<file path="src/rtl/v21_ctrl_pkg.sv">
// Shared types and constants for the v21 pulse controller.
package v21_ctrl_pkg;

  localparam int SIZE_FILTER_DATA = 16;
  // Trapezoid rise (k) and flat (l) lengths of the companion filter.
  localparam int v21_k            = 16;
  localparam int v21_l            = 8;
  // Shortest settle window that lets the filter pipeline drain after a flush.
  localparam int V21_SETTLE_MIN   = v21_k + v21_l + 4;

  localparam int DATA_W     = SIZE_FILTER_DATA;
  localparam int TS_W       = 32;
  localparam int CNT_W      = 8;
  localparam int SETTLE_CYC = 64;
  localparam int DROP_W     = 16;

  typedef enum logic [2:0] {
    CLEAR   = 3'd0,
    SETTLE  = 3'd1,
    ARMED   = 3'd2,
    FLAT    = 3'd3,
    EMIT    = 3'd4,
    HOLDOFF = 3'd5
  } v21_ctrl_state_t;

  // The controller is not accepting triggers while the filter is flushed or settling.
  function automatic logic is_busy(input v21_ctrl_state_t s);
    return (s == CLEAR) || (s == SETTLE);
  endfunction

endpackage

</file>
<file path="src/rtl/v21_xing_det.sv">
// Rising threshold-crossing detector on the signed shaped output.
// While force_i is high the previous-above flag is held at 1, so a level that is
// already above threshold when the controller arms never counts as a crossing.
module v21_xing_det
  import v21_ctrl_pkg::*;
#(
  parameter int W = DATA_W
) (
  input  logic                clk,
  input  logic                reset,
  input  logic signed [W-1:0] data_i,
  input  logic signed [W-1:0] thr_i,
  input  logic                force_i,
  output logic                above_o,
  output logic                xing_o
);

  logic prev_above_q;
  logic prev_above_d;

  assign above_o      = (data_i > thr_i);
  assign xing_o       = above_o & ~prev_above_q & ~force_i;
  assign prev_above_d = force_i | above_o;

  // Remember last cycle's comparison result (forced high while not armed).
  always_ff @(posedge clk or negedge reset) begin
    if (!reset) prev_above_q <= 1'b1;
    else        prev_above_q <= prev_above_d;
  end

endmodule

</file>
<file path="src/rtl/v21_pulse_ctrl.sv">
// Sequencer for the v21 trapezoidal filter: flushes and settles the filter, arms a
// threshold trigger, samples the flat-top amplitude cfg_flat+1 cycles after the
// trigger and presents a timestamped event downstream.
//
// Event handshake: ev_valid rises with a complete payload; ev_amp, ev_ts and
// ev_pileup stay frozen while ev_valid is high; the event is consumed on a cycle
// where ev_valid & ev_ready are both high, and ev_valid never drops without that
// except on soft_clear (which discards and counts the event).
module v21_pulse_ctrl
  import v21_ctrl_pkg::*;
#(
  parameter int DATA_W     = v21_ctrl_pkg::DATA_W,
  parameter int TS_W       = v21_ctrl_pkg::TS_W,
  parameter int SETTLE_CYC = v21_ctrl_pkg::SETTLE_CYC,
  parameter int CNT_W      = v21_ctrl_pkg::CNT_W
) (
  input  logic                     clk,
  input  logic                     reset,
  input  logic                     soft_clear,
  input  logic signed [DATA_W-1:0] cfg_threshold,
  input  logic        [CNT_W-1:0]  cfg_flat,
  input  logic        [CNT_W-1:0]  cfg_holdoff,
  input  logic signed [DATA_W-1:0] filt_data,
  output logic                     filt_rst_n,
  output logic                     ev_valid,
  input  logic                     ev_ready,
  output logic signed [DATA_W-1:0] ev_amp,
  output logic        [TS_W-1:0]   ev_ts,
  output logic                     ev_pileup,
  output logic                     busy,
  output logic        [DROP_W-1:0] drop_cnt,
  output v21_ctrl_state_t          dbg_state
);

  // One shared down-counter covers the flush, settle, flat and holdoff phases.
  localparam int SET_W = $clog2(SETTLE_CYC);
  localparam int CW    = (CNT_W > SET_W) ? CNT_W : SET_W;

  v21_ctrl_state_t          state_q, state_d;
  logic [CW-1:0]            cnt_q, cnt_d;
  logic [TS_W-1:0]          ts_q, ts_d;
  logic                     pileup_q, pileup_d;
  logic                     ev_valid_q, ev_valid_d;
  logic signed [DATA_W-1:0] ev_amp_q, ev_amp_d;
  logic [TS_W-1:0]          ev_ts_q, ev_ts_d;
  logic                     ev_pileup_q, ev_pileup_d;
  logic [DROP_W-1:0]        drop_q, drop_d;
  logic                     filt_rst_n_q, filt_rst_n_d;
  logic                     busy_q, busy_d;
  logic                     above;
  logic                     xing;
  logic                     drop_inc;

  v21_xing_det #(.W(DATA_W)) u_xing (
    .clk     (clk),
    .reset   (reset),
    .data_i  (filt_data),
    .thr_i   (cfg_threshold),
    .force_i (is_busy(state_q)),
    .above_o (above),
    .xing_o  (xing)
  );

  // Next-state, counter and event payload logic.
  always_comb begin
    state_d     = state_q;
    cnt_d       = cnt_q;
    pileup_d    = pileup_q;
    ev_valid_d  = ev_valid_q;
    ev_amp_d    = ev_amp_q;
    ev_ts_d     = ev_ts_q;
    ev_pileup_d = ev_pileup_q;
    ts_d        = ts_q + TS_W'(1);

    // A crossing while an event is pending or during dead time is lost; a flush
    // with an unconsumed event discards it. Both in one cycle count once.
    drop_inc = (xing && ((state_q == EMIT) || (state_q == HOLDOFF))) ||
               (soft_clear && ev_valid_q);

    if (soft_clear) begin
      state_d    = CLEAR;
      cnt_d      = CW'(1);
      ev_valid_d = 1'b0;
    end else begin
      case (state_q)
        CLEAR: begin
          if (cnt_q == '0) begin
            state_d = SETTLE;
            cnt_d   = CW'(SETTLE_CYC - 1);
          end else begin
            cnt_d = cnt_q - CW'(1);
          end
        end
        SETTLE: begin
          if (cnt_q == '0) state_d = ARMED;
          else             cnt_d   = cnt_q - CW'(1);
        end
        ARMED: begin
          if (xing) begin
            ev_ts_d  = ts_q;
            cnt_d    = CW'(cfg_flat);
            pileup_d = 1'b0;
            state_d  = FLAT;
          end
        end
        FLAT: begin
          if (xing) pileup_d = 1'b1;
          if (cnt_q == '0) begin
            ev_amp_d    = filt_data;
            ev_pileup_d = pileup_q | xing;
            ev_valid_d  = 1'b1;
            state_d     = EMIT;
          end else begin
            cnt_d = cnt_q - CW'(1);
          end
        end
        EMIT: begin
          if (ev_ready) begin
            ev_valid_d = 1'b0;
            cnt_d      = CW'(cfg_holdoff);
            state_d    = (cfg_holdoff == '0) ? ARMED : HOLDOFF;
          end
        end
        HOLDOFF: begin
          if (cnt_q == CW'(1)) state_d = ARMED;
          else                 cnt_d   = cnt_q - CW'(1);
        end
        default: begin
          state_d = CLEAR;
          cnt_d   = CW'(1);
        end
      endcase
    end

    drop_d       = (drop_inc && (drop_q != '1)) ? drop_q + DROP_W'(1) : drop_q;
    filt_rst_n_d = (state_d != CLEAR);
    busy_d       = is_busy(state_d);
  end

  // State, counters, timestamp and registered outputs.
  always_ff @(posedge clk or negedge reset) begin
    if (!reset) begin
      state_q      <= CLEAR;
      cnt_q        <= CW'(1);
      ts_q         <= '0;
      pileup_q     <= 1'b0;
      ev_valid_q   <= 1'b0;
      ev_amp_q     <= '0;
      ev_ts_q      <= '0;
      ev_pileup_q  <= 1'b0;
      drop_q       <= '0;
      filt_rst_n_q <= 1'b0;
      busy_q       <= 1'b1;
    end else begin
      state_q      <= state_d;
      cnt_q        <= cnt_d;
      ts_q         <= ts_d;
      pileup_q     <= pileup_d;
      ev_valid_q   <= ev_valid_d;
      ev_amp_q     <= ev_amp_d;
      ev_ts_q      <= ev_ts_d;
      ev_pileup_q  <= ev_pileup_d;
      drop_q       <= drop_d;
      filt_rst_n_q <= filt_rst_n_d;
      busy_q       <= busy_d;
    end
  end

  assign filt_rst_n = filt_rst_n_q;
  assign ev_valid   = ev_valid_q;
  assign ev_amp     = ev_amp_q;
  assign ev_ts      = ev_ts_q;
  assign ev_pileup  = ev_pileup_q;
  assign busy       = busy_q;
  assign drop_cnt   = drop_q;
  assign dbg_state  = state_q;

endmodule
</file>
<file path="config.mk">
export PLATFORM = sky130hd
export DESIGN_NAME = v21_pulse_ctrl
export DESIGN_NICKNAME = d
export VERILOG_FILES = /design/src/rtl/v21_ctrl_pkg.sv /design/src/rtl/v21_xing_det.sv /design/src/rtl/v21_pulse_ctrl.sv
export SDC_FILE = /design/constraint.sdc
export NUM_CORES = 1
export LEC_CHECK = 0
export CAP_MARGIN = 20
export CORE_ASPECT_RATIO = 1.25
export CORE_UTILIZATION = 35
export CTS_CLUSTER_DIAMETER = 60
export DETAILED_ROUTE_END_ITERATION = 8
export PLACE_DENSITY = 0.7
export SYNTH_ARGS = -nofsm -noshare
export SYNTH_HDL_FRONTEND = slang
export SYNTH_HIERARCHICAL = 1
export SYNTH_SLANG_ARGS = --single-unit
</file>
<file path="constraint.sdc">
create_clock -name clk -period 7.15 [get_ports clk]
set_input_delay 1.0725 -clock clk [delete_from_list [all_inputs] [get_ports clk]]
set_output_delay 1.0725 -clock clk [all_outputs]
set_load 0.05 [all_outputs]
</file>
==> qor.yml <==
critical_path_class: "in -> reg"
dpl.cell_count: 828
h-tree-depth: 4
status: "complete, no violations"
final_antenna_net_count: 0
synth_cells: 510
first_pass_iters: 4
grt_setup_unrepaired: "no"
worstHoldPathType: "reg -> reg"
syn_area_um2: 5660
die_w_um: 116
wirelength_um: 13300
hold_viol: 0
fin_area_um2: 7700
die_area_um2: 16700
slew_viol_final: 0
drive_gt1_share_pct: 14.4
avgSynthCellArea_um2: 11.1
regArea_um2: 2830
period_share_pct: 61.5
via_count: 4349
min_period_ps: 4400
die_h_um: 144
drv_cap: 0
worstPathRequired_ps: 7440
cts_inserted_buffers: 17
gp_congestion: 0.852
syn-num-nets: 583
crit_path_end_kind: "flip-flop"
stdcell_count: 860
grt_max_degree: 72
worstPathArrival_ps: 4690
setup_tns_ps: 0
max-vdd-ir-drop_mv: 0.142
slowest_delay_ps: 710
clk_latency_ps: 410
detailed_place.area_um2: 7070
diodes: 0
drt_iter0_markers: 225
first_global_vias: 4550
layout_setup_ws_ps: 2750
dp_hpwl_um: 9610
fmax_mhz: 228
dp_slack_ps: 2400
drc: 0
p_leak_nw: 3.42
core_area_um2: 15700
finalSetupViolations: 0
nNetsFinal: 708
viasPerCell: 5.06
fillers: 1479
clockBufferDepth: 2
final_cell_mix: "clkdlybuf4s50_1, dfrtp_1, mux2_2"
clk_pin_slew_ps: 50
clkSinkCount: 113
antenna_found_initial: 0
cts_resized: 0
rows: 51
worstMarginPinSlew_ps: 918
ctsHoldBuffers: 0
multiInputGateArea_um2: 2650
ioPinCount: 123
tritoncts: "yes"
layout_commonest_cell: "clkdlybuf4s50_1"
cp_cell_sequence: "clkdlybuf4s50_1 > inv_1 > ha_1 > nand4_2 > o221ai_2 > o2111ai_1 > a2111oi_2 > or3b_1 > a21oi_1 > a31oi_1 > or2_1 > mux2_4"
grt_use_total_pct: 17.0
startpoint_type: "input port"
ys.warnings.count: 6
holdWs_ps: 481
wl_per_cell_um: 15.4
gr-total-overflow: 0
syn_to_final_growth_pct: 36.2
worstPathMaxFanout: 11
start_util_pct: 36.0
grt_pass1_wl_um: 21900
io_buffers: 122
power-per-cell-area_nw_per_um2: 252
max_slew_margin_pct: 38.5
worst_clock_skew_ps: 7.71
root_buffer: "clkbuf_16"
slowest_stage: "a31oi_1"
postCtsSetupBuffers: 0
final cells by class:
type	instances	share of cell area, %
clock buffer	19	5.75
clock inverter	13	2.42
inverter	25	1.22
multi-input combinational	354	34.4
sequential	113	36.8
tap	212	3.44
timing repair buffer	124	16.0
final timing paths:
path,startpoint,slack (ps),to,cells past startpoint
min reg2reg,ts_q[31],480,ts_q[31],1
max,cfg_threshold[7],2750,cnt_q[2],12
min,ts_q[31],480,ts_q[31],1
max reg2reg,dbg_state[1],3760,cnt_q[2],7
min in group asynchronous,reset,640,ev_amp[2],1
max in group asynchronous,reset,5220,ev_amp[15],2
metal layers:
metal | track usage (%) | wire length [µm]
met1 | 20.1 | 5700
met2 | 29.1 | 6610
met3 | 3.98 | 653
met4 | 7.83 | 310
met5 | 0 | 0
flip-flops by register name, summed over array words and instances (netlist names):
register,cells
drop_cnt,16
u_xing/prev_above_q,1
busy,1
ev_ts,32
cnt_q,8
ts_q,32
ev_amp,16
ev_valid,1
dbg_state,3
pileup_q,1
filt_rst_n,1
ev_pileup,1
where the power goes:
group          switching [W]  internal [W]  total, W  leakage, nW
sequential         0.0000520      0.000670  0.000722         1.55
clock               0.000305      0.000591  0.000896        0.295
combinational       0.000177      0.000144  0.000322         1.58
total               0.000534       0.00141   0.00194         3.42
worst max-delay path, delay by kind of cell:
family / cells / cell delay [ps]
compound gates: 5 / 1810
fa+ha+maj: 1 / 310
simple gates: 3 / 670
buf+inv: 2 / 500
mux: 1 / 320
stage by stage:
stage | power (W) | util [%]
global route | 0.00203 | 49.1
detailed placement | 0.00105 | 45.0
CTS | 0.00196 | 49.1
finish | 0.00194 | 49.1
floorplan | 0.000937 | -
global placement | 0.00105 | 45.0
(Power assumes the default switching activity.)
